`src/rtl/sb_cfg_pkg.sv`:
```
// rtl/sb_cfg_pkg.sv - shared sizing helpers and loader state type for the switch-box config loader
package sb_cfg_pkg;

  // Switch-box configuration width: 8 bits per single wire, 8 per pair of doubles.
  function automatic int sb_cfg_width(input int ws, input int wd);
    return ws * 8 + (wd / 2) * 8;
  endfunction

  // Number of stream words needed to cover a full configuration (ceiling division).
  function automatic int sb_cfg_words(input int cw, input int word);
    return (cw + word - 1) / word;
  endfunction

  typedef enum logic [1:0] {
    IDLE   = 2'd0,
    LOAD   = 2'd1,
    COMMIT = 2'd2
  } sb_cfg_state_e;

endpackage

```
`src/rtl/sb_config_loader_if.sv`:
```
// rtl/sb_config_loader_if.sv - word-wide valid/ready configuration stream
interface sb_config_loader_if #(
  parameter int WORD = 8
);
  logic [WORD-1:0] cfg_data;
  logic            cfg_valid;
  logic            cfg_ready;

  modport master (output cfg_data, output cfg_valid, input cfg_ready);
  modport slave  (input cfg_data, input cfg_valid, output cfg_ready);
endinterface

```
`src/rtl/sb_cfg_shadow.sv`:
```
// rtl/sb_cfg_shadow.sv - indexed word-write shadow register with final-word truncation
module sb_cfg_shadow #(
  parameter int CW   = 80,
  parameter int WORD = 8,
  parameter int NW   = 10,
  parameter int CNTW = 4
) (
  input  logic            clk,
  input  logic            rst,
  input  logic            we_i,
  input  logic [CNTW-1:0] idx_i,
  input  logic [WORD-1:0] data_i,
  output logic [CW-1:0]   shadow_o
);

  logic [CW-1:0] shadow_q;
  logic [CW-1:0] shadow_d;

  // Each word slot owns a fixed bit range; the last slot is clipped at CW so
  // the excess high bits of the final word never reach the register.
  for (genvar k = 0; k < NW; k++) begin : g_word
    localparam int LO = k * WORD;
    localparam int HI = ((LO + WORD) > CW) ? CW : (LO + WORD);
    localparam int NB = HI - LO;

    assign shadow_d[HI-1:LO] = (we_i && (idx_i == CNTW'(k))) ? data_i[NB-1:0]
                                                             : shadow_q[HI-1:LO];
  end

  // Shadow storage; a reset discards any partially assembled configuration.
  always_ff @(posedge clk or posedge rst) begin
    if (rst) begin
      shadow_q <= '0;
    end else begin
      shadow_q <= shadow_d;
    end
  end

  assign shadow_o = shadow_q;

endmodule

```
`src/rtl/sb_config_loader.sv`:
```
// rtl/sb_config_loader.sv - assembles a switch-box config from a word stream and commits it atomically
module sb_config_loader
  import sb_cfg_pkg::*;
#(
  parameter  int WS   = 7,
  parameter  int WD   = 6,
  parameter  int WORD = 8,
  localparam int CW   = sb_cfg_width(WS, WD),
  localparam int NW   = sb_cfg_words(CW, WORD)
) (
  input  logic                      clk,
  input  logic                      rst,
  input  logic                      start,
  sb_config_loader_if.slave         cfg,
  output logic [CW-1:0]             c,
  output logic                      cset,
  output logic                      busy,
  output logic                      done
);

  localparam int CNTW = $clog2(NW + 1);

  sb_cfg_state_e   state_q, state_d;
  logic [CNTW-1:0] cnt_q, cnt_d;
  logic [CW-1:0]   c_q;
  logic            cset_q;
  logic            done_q;
  logic            ready_q;
  logic            busy_q;
  logic            shadow_we;
  logic            commit;
  logic [CW-1:0]   shadow;

  sb_cfg_shadow #(
    .CW   (CW),
    .WORD (WORD),
    .NW   (NW),
    .CNTW (CNTW)
  ) u_shadow (
    .clk      (clk),
    .rst      (rst),
    .we_i     (shadow_we),
    .idx_i    (cnt_q),
    .data_i   (cfg.cfg_data),
    .shadow_o (shadow)
  );

  // Next-state logic: start restarts a load and outranks an accept in the same cycle.
  always_comb begin
    state_d   = state_q;
    cnt_d     = cnt_q;
    shadow_we = 1'b0;
    commit    = 1'b0;
    unique case (state_q)
      IDLE: begin
        if (start) begin
          state_d = LOAD;
          cnt_d   = '0;
        end
      end
      LOAD: begin
        if (start) begin
          cnt_d = '0;
        end else if (cfg.cfg_valid && ready_q) begin
          shadow_we = 1'b1;
          cnt_d     = cnt_q + CNTW'(1);
          if (cnt_q == CNTW'(NW - 1)) begin
            state_d = COMMIT;
          end
        end
      end
      COMMIT: begin
        commit  = 1'b1;
        state_d = IDLE;
      end
      default: begin
        state_d = IDLE;
      end
    endcase
  end

  // State, counter and registered outputs; c only changes on the commit edge.
  always_ff @(posedge clk or posedge rst) begin
    if (rst) begin
      state_q <= IDLE;
      cnt_q   <= '0;
      c_q     <= '0;
      cset_q  <= 1'b0;
      done_q  <= 1'b0;
      ready_q <= 1'b0;
      busy_q  <= 1'b0;
    end else begin
      state_q <= state_d;
      cnt_q   <= cnt_d;
      ready_q <= (state_d == LOAD);
      busy_q  <= (state_d != IDLE);
      done_q  <= commit;
      if (commit) begin
        c_q    <= shadow;
        cset_q <= 1'b1;
      end
    end
  end

  assign cfg.cfg_ready = ready_q;
  assign c             = c_q;
  assign cset          = cset_q;
  assign busy          = busy_q;
  assign done          = done_q;

endmodule
```
`src/flat_wrapper.sv`:
```
// flat-port wrapper written by rule: the top's interface ports become plain ports
module sb_config_loader_flat import sb_cfg_pkg::*;
#(
  parameter  int WS   = 7,
  parameter  int WD   = 6,
  parameter  int WORD = 8,
  localparam int CW   = sb_cfg_width(WS, WD),
  localparam int NW   = sb_cfg_words(CW, WORD)
)
  (clk, rst, start, c, cset, busy, done, cfg_cfg_data, cfg_cfg_valid, cfg_cfg_ready);
  sb_config_loader_if #(.WORD(WORD)) cfg_i ();
  input  logic clk;
  input  logic rst;
  input  logic start;
  output logic [CW-1:0] c;
  output logic cset;
  output logic busy;
  output logic done;
  input wire logic [$bits(cfg_i.cfg_data)-1:0] cfg_cfg_data;
  input wire logic [$bits(cfg_i.cfg_valid)-1:0] cfg_cfg_valid;
  output wire logic [$bits(cfg_i.cfg_ready)-1:0] cfg_cfg_ready;
  assign cfg_i.cfg_data = cfg_cfg_data;
  assign cfg_i.cfg_valid = cfg_cfg_valid;
  assign cfg_cfg_ready = cfg_i.cfg_ready;
  sb_config_loader #(.WS(WS), .WD(WD), .WORD(WORD)) u_core (.clk(clk), .rst(rst), .start(start), .cfg(cfg_i), .c(c), .cset(cset), .busy(busy), .done(done));
endmodule
```
`config.mk`:
```
export PLATFORM = sky130hd
export DESIGN_NAME = sb_config_loader_flat
export DESIGN_NICKNAME = d
export VERILOG_FILES = /design/src/rtl/sb_cfg_pkg.sv /design/src/rtl/sb_config_loader_if.sv /design/src/rtl/sb_cfg_shadow.sv /design/src/rtl/sb_config_loader.sv /design/src/flat_wrapper.sv
export SDC_FILE = /design/constraint.sdc
export NUM_CORES = 1
export LEC_CHECK = 0
export CAP_MARGIN = 20
export CORE_MARGIN = 2
export CORE_UTILIZATION = 35
export CTS_BUF_LIST = sky130_fd_sc_hd__clkbuf_16
export CTS_CLUSTER_SIZE = 25
export DETAILED_ROUTE_END_ITERATION = 8
export GPL_TIMING_DRIVEN = 0
export PLACE_DENSITY = 0.64
export SETUP_SLACK_MARGIN = 0.1
export SKIP_CTS_REPAIR_TIMING = 1
export SYNTH_ARGS = -nofsm -noshare
export SYNTH_HDL_FRONTEND = slang
export SYNTH_SLANG_ARGS = --single-unit
```
`constraint.sdc`:
```
create_clock -name clk -period 11.6 [get_ports clk]
set_input_delay 3.48 -clock clk [delete_from_list [all_inputs] [get_ports clk]]
set_output_delay 3.48 -clock clk [all_outputs]
set_load 0.01 [all_outputs]
```
* After elaboration in Yosys (flattened, before gate mapping)
Cells that the tools add are included.
Word-level totals: bits in registers 170, input bits 12, logic and storage cells 61, output and inout bits 84
Operators by class: reductions and logical operators 16, mux-type cells 13, add/sub/neg operators 1, equal/unequal tests 14
Operators with widths (number):
- equality test 4 x 3 -> 1 bit, second input constant | 4
- two-way mux 4 bit | 3
- logical AND 1 bit | 11
- equality test 4 x 2 -> 1 bit, second input constant | 2
- equality test 4 bit, second input constant | 2
- two-way mux 2 bit | 4
- one-hot mux 4 bit (2 select lines) | 1
- adder 4 x 1 -> 4 bit, second input constant | 1
- equality test 2 x 1 -> 1 bit, second input constant | 2
- equality test 4 x 1 -> 1 bit, second input constant | 1
- logical NOT 4 bit | 1
- two-way mux 1 bit | 4
- one-hot mux 2 bit (2 select lines) | 1
- nonzero test 2 bit | 2
- != test 3 x 2 -> 1 bit, second input constant | 1
- AND reduction 3 bit | 1
- equality test 2 bit, second input constant | 1
- logical NOT 2 bit | 1
- != test 2 bit, second input constant | 1

* Depth between registers and ports, before layout
word-level depth 6, mapped depth 5, gate-level depth less buffers 5

* Hierarchy
From an unflattened synthesis, not the netlist that was laid out.
Unflattened totals: cells, all modules 398, area, all modules 6974.2 um2
By module, submodules not included:
- sb_config_loader | sequential area each 2252.2 um2, cells each 208, area each 3812.4 um2, instances 1
- sb_cfg_shadow | sequential area each 2001.9 um2, cells each 190, area each 3161.8 um2, instances 1

* Worst setup path after synthesis
OpenSTA, ideal clock, no wires.
kind input port to flip-flop, from input cfg_cfg_valid, to register u_core.u_shadow.shadow_q[72], in the netlist u_core.u_shadow.shadow_o[72], required time 11.475 ns, setup time 0.125 ns, stages 4, arrival time 4.737 ns, path buffers 1, slack 6.739 ns, cells stage by stage clkbuf_2 > nand4_4 > nor4_4 > mux2_2
On the way: word-level cells in the longest chain between the ends 5
Ends and longest elaborated chain:
- start: declaration | RTL line flat_wrapper.sv:20 | input wire logic [$bits(cfg_i.cfg_valid)-1:0] cfg_cfg_valid;
- logical AND 1 bit | RTL line sb_config_loader.sv:64 | end else if (cfg.cfg_valid && ready_q) begin
- two-way mux 1 bit | RTL line sb_config_loader.sv:64
- two-way mux 1 bit | RTL line sb_config_loader.sv:62 | if (start) begin
- two-way mux 1 bit | RTL line sb_config_loader.sv:54 | unique case (state_q)
- logical AND 1 bit | RTL line sb_cfg_shadow.sv:26 | assign shadow_d[HI-1:LO] = (we_i && (idx_i == CNTW'(k))) ? data_i[NB-1:0]
- end signal: assignment | RTL line sb_cfg_shadow.sv:35 | shadow_q <= shadow_d;
- end: declaration | RTL line sb_cfg_shadow.sv:16 | logic [CW-1:0] shadow_q;
No other way between the ends. A chain may end at the register's enable or synchronous reset.

* Worst setup path after layout
from input start, to register u_core.u_shadow.shadow_q[29], in the netlist u_core.u_shadow.shadow_o[29]
On the way: word-level cells in the longest chain between the ends 3
Ends and longest elaborated chain:
- start: declaration | RTL line flat_wrapper.sv:14 | input logic start;
- two-way mux 1 bit | RTL line sb_config_loader.sv:62
- two-way mux 1 bit | RTL line sb_config_loader.sv:54
- logical AND 1 bit | RTL line sb_cfg_shadow.sv:26
No other way between the ends.

==> impl_metrics.env <==
export IMPL_status="complete, no violations"
export IMPL_drtIter0Drc=130
export IMPL_crit_slowest_cell="clkdlybuf4s50_1"
export IMPL_grt_pass1_vias=4026
export IMPL_cpPeakStageDelay_ns=0.55
export IMPL_wl_um=13900
export IMPL_rows=50
export IMPL_routedWlPerCell_um=18.4
export IMPL_finalHoldViolations=0
export IMPL_p_leak_nw=4.09
export IMPL_crit_path_cell_trace="clkdlybuf4s50_1, or4_1, buf_2, nor2_4, mux2_2"
export IMPL_ys_top_cells_by_count="dfrtp_1, mux2_2, buf_2"
export IMPL_synth_area_leaders="dfrtp_1, mux2_2, nor2_8, buf_2, ha_1"
export IMPL_cp_buffers_inverters=2
export IMPL_grt_start_max_net_pins=93
export IMPL_antenna_found_initial=0
export IMPL_tns_ns=0
export IMPL_ys_ff_latch=170
export IMPL_period_minus_slack_ns=5.17
export IMPL_die_area_sq_um=20100
export IMPL_grt_pass1_wl_um=22500
export IMPL_remaining_drc_errors=0
export IMPL_numPortBuffers=94
export IMPL_start_kind="input pin"
export IMPL_start_util=0.356
export IMPL_n_antenna_cell=0
export IMPL_ant_nets=0
export IMPL_cts_max_level=4
export IMPL_numCtsBuffers=17
export IMPL_yosys_warnings=0
export IMPL_synth_cell_type_count=32
export IMPL_gr_total_overflow=0
export IMPL_synthToLayoutAreaGrowth_pct=28.6
export IMPL_finalSetupViolCount=0
export IMPL_viasPerCell=4.82
export IMPL_clockBufferDepth=2
export IMPL_nets=527
export IMPL_power_density_nw_per_um2=155
export IMPL_drive_gt1_frac=0.408
export IMPL_yosys_area_top_type="dfrtp_1"
export IMPL_syn_inst=397
export IMPL_whs_ns=0.475
export IMPL_synth_flop_cell="dfrtp_1"
export IMPL_cp_required_ns=11.90
export IMPL_clkLatencyLatePin_ns=0.42
export IMPL_crit_family="simple AND/OR/NAND/NOR gates"
export IMPL_clock_skew_ns=0.00574
export IMPL_netlist_area_sq_um=6640
export IMPL_clockRootBuffer="clkbuf_16"
export IMPL_synth_fp_nets=413
export IMPL_worstPathMaxFanout=8
export IMPL_cp_end_kind="register"
export IMPL_synth_edf_count=0
export IMPL_timing_final_crit_share=0.446
export IMPL_fillers=1653
export IMPL_cts_tree="yes"
export IMPL_design_core_area_sq_um=18600
export IMPL_hpwlAfterDp_um=9290
export IMPL_rsz0062_at_grt="no"
export IMPL_die_h_um=142
export IMPL_cap_violations=0
export IMPL_slew_headroom=0.548
export IMPL_min_path_type="reg2reg"
export IMPL_finalMaxSlewViolations=0
export IMPL_async_reset_ff_frac=1.00
export IMPL_grt_usage=0.150
export IMPL_yosysMostFrequentCell="dfrtp_1"
export IMPL_netlist_area_leader_share=0.641
export IMPL_die_x_um=142
export IMPL_finalWeightedCongestion=0.746
export IMPL_path_clk_slew_ns=0.06
export IMPL_first_pass_iters=5
export IMPL_worst_pin_slew_ns=0.676
export IMPL_post_synth_cell_area_avg_sq_um=16.7
export IMPL_vias=3657
export IMPL_clock_sinks=170
export IMPL_ir_drop_mv=0.104
export IMPL_critical_path_class="in2reg"
export IMPL_critical_path_arrival_ns=5.47
export IMPL_yosysSeqAreaShare=0.641
export IMPL_max_freq_ghz=0.193
export IMPL_io_pins=96
==> worst register-to-register path: cells and delay by family (launching register included) <==
family / cells / cell delay, ns
buffers and inverters: 1 / 0.15
DFF: 1 / 0.45
adders and majority gates: 1 / 0.20
and+or+nand+nor: 2 / 0.81
muxes: 1 / 0.41
==> cell families (layout without fill, tap and decap cells) <==
family,after synthesis,count (layout),synth area share
mux,160,160,0.271
buf+inv,20,147,0.0151
compound gates,8,8,0.00867
simple gates,35,35,0.0565
fa+ha+maj,4,4,0.00754
flops,170,170,0.641
==> power breakdown <==
part | internal (W) | leakage, nW | switching (W) | total [W]
combinational | 0.0000366 | 1.48 | 0.0000367 | 0.0000733
clock | 0.000378 | 0.304 | 0.000224 | 0.000602
sequential | 0.000631 | 2.31 | 0.0000187 | 0.000650
total | 0.00105 | 4.09 | 0.000280 | 0.00133
==> per-stage QoR <==
step	utilization	total power (W)	setup slack (ns)	instance area, sq um	std cells
6_report	0.458	0.00133	6.43	8540	758
5_1_grt	0.458	0.00138	6.35	8540	758
4_1_cts	0.458	0.00135	6.42	8540	758
3_5_place_dp	0.424	0.000736	5.98	7910	726
3_3_place_gp	0.422	0.000729	1.62	7870	725
2_1_floorplan	-	0.000708	3.52	6640	397
==> final timing paths <==
path | from | end | slack [ns] | cells past startpoint
setup / recovery | start | u_core.u_shadow.shadow_o[29]$_DFFE_PP0P_ | 6.43 | 5
hold / removal | u_core.cset$_DFFE_PP0P_ | u_core.cset$_DFFE_PP0P_ | 0.48 | 1
setup reg to reg | u_core.cnt_q[0]$_DFFE_PP0P_ | u_core.u_shadow.shadow_o[65]$_DFFE_PP0P_ | 9.47 | 5
hold reg to reg | u_core.cset$_DFFE_PP0P_ | u_core.cset$_DFFE_PP0P_ | 0.48 | 1
max in group asynchronous | rst | u_core.c[61]$_DFFE_PP0P_ | 7.25 | 3
min in group asynchronous | rst | u_core.done$_DFF_PP0_ | 3.50 | 2
==> final cells by class <==
class | instances | area, sq um | area share
multi-input combinational | 207 | 2280 | 0.268
buffer | 16 | 85.1 | 0.00996
sequential | 170 | 4250 | 0.498
inverter | 4 | 22.5 | 0.00264
clock buffer | 17 | 425 | 0.0498
tap | 234 | 293 | 0.0343
clock inverter | 15 | 205 | 0.0240
timing repair buffer | 95 | 968 | 0.113
==> cells in the final DEF (no fill, tap or decap), types with 2 or more instances in the layout <==
cell,synthesis,routed
dfrtp_1,170,170
mux2_2,158,158
clkdlybuf4s50_1,0,94
clkbuf_16,0,17
buf_2,10,10
nor2_8,7,7
inv_1,4,5
bufinv_16,0,5
ha_1,4,4
clkbuf_1,3,3
nor2_1,3,3
nand3_1,3,3
nand2_1,3,3
clkinv_1,0,3
clkinvlp_4,0,3
nor2b_1,2,2
nand4_4,2,2
nor4_4,2,2
mux2_1,2,2
nand4b_1,2,2
o21a_1,2,2
nand4_1,2,2
or4_1,2,2
o21ai_0,2,2
o311ai_0,2,2
==> routing by layer <==
layer | GRT usage | part of all wire | up-vias
met5 | 0 | 0 | -
met4 | 0.0537 | 0.018 | 0
met3 | 0.0445 | 0.043 | 17
met2 | 0.246 | 0.49 | 77
met1 | 0.188 | 0.45 | 1913
li1 | - | - | 1650
==> state kept, by name, summed over array words and instances (netlist names) <==
register	cells
u_core.state_q	2
u_core.cset	1
u_core.c	80
u_core.cnt_q	4
u_core.done	1
u_core.cfg.cfg_ready	1
u_core.busy	1
u_core.u_shadow.shadow_o	80
(Power assumes the default switching activity.)
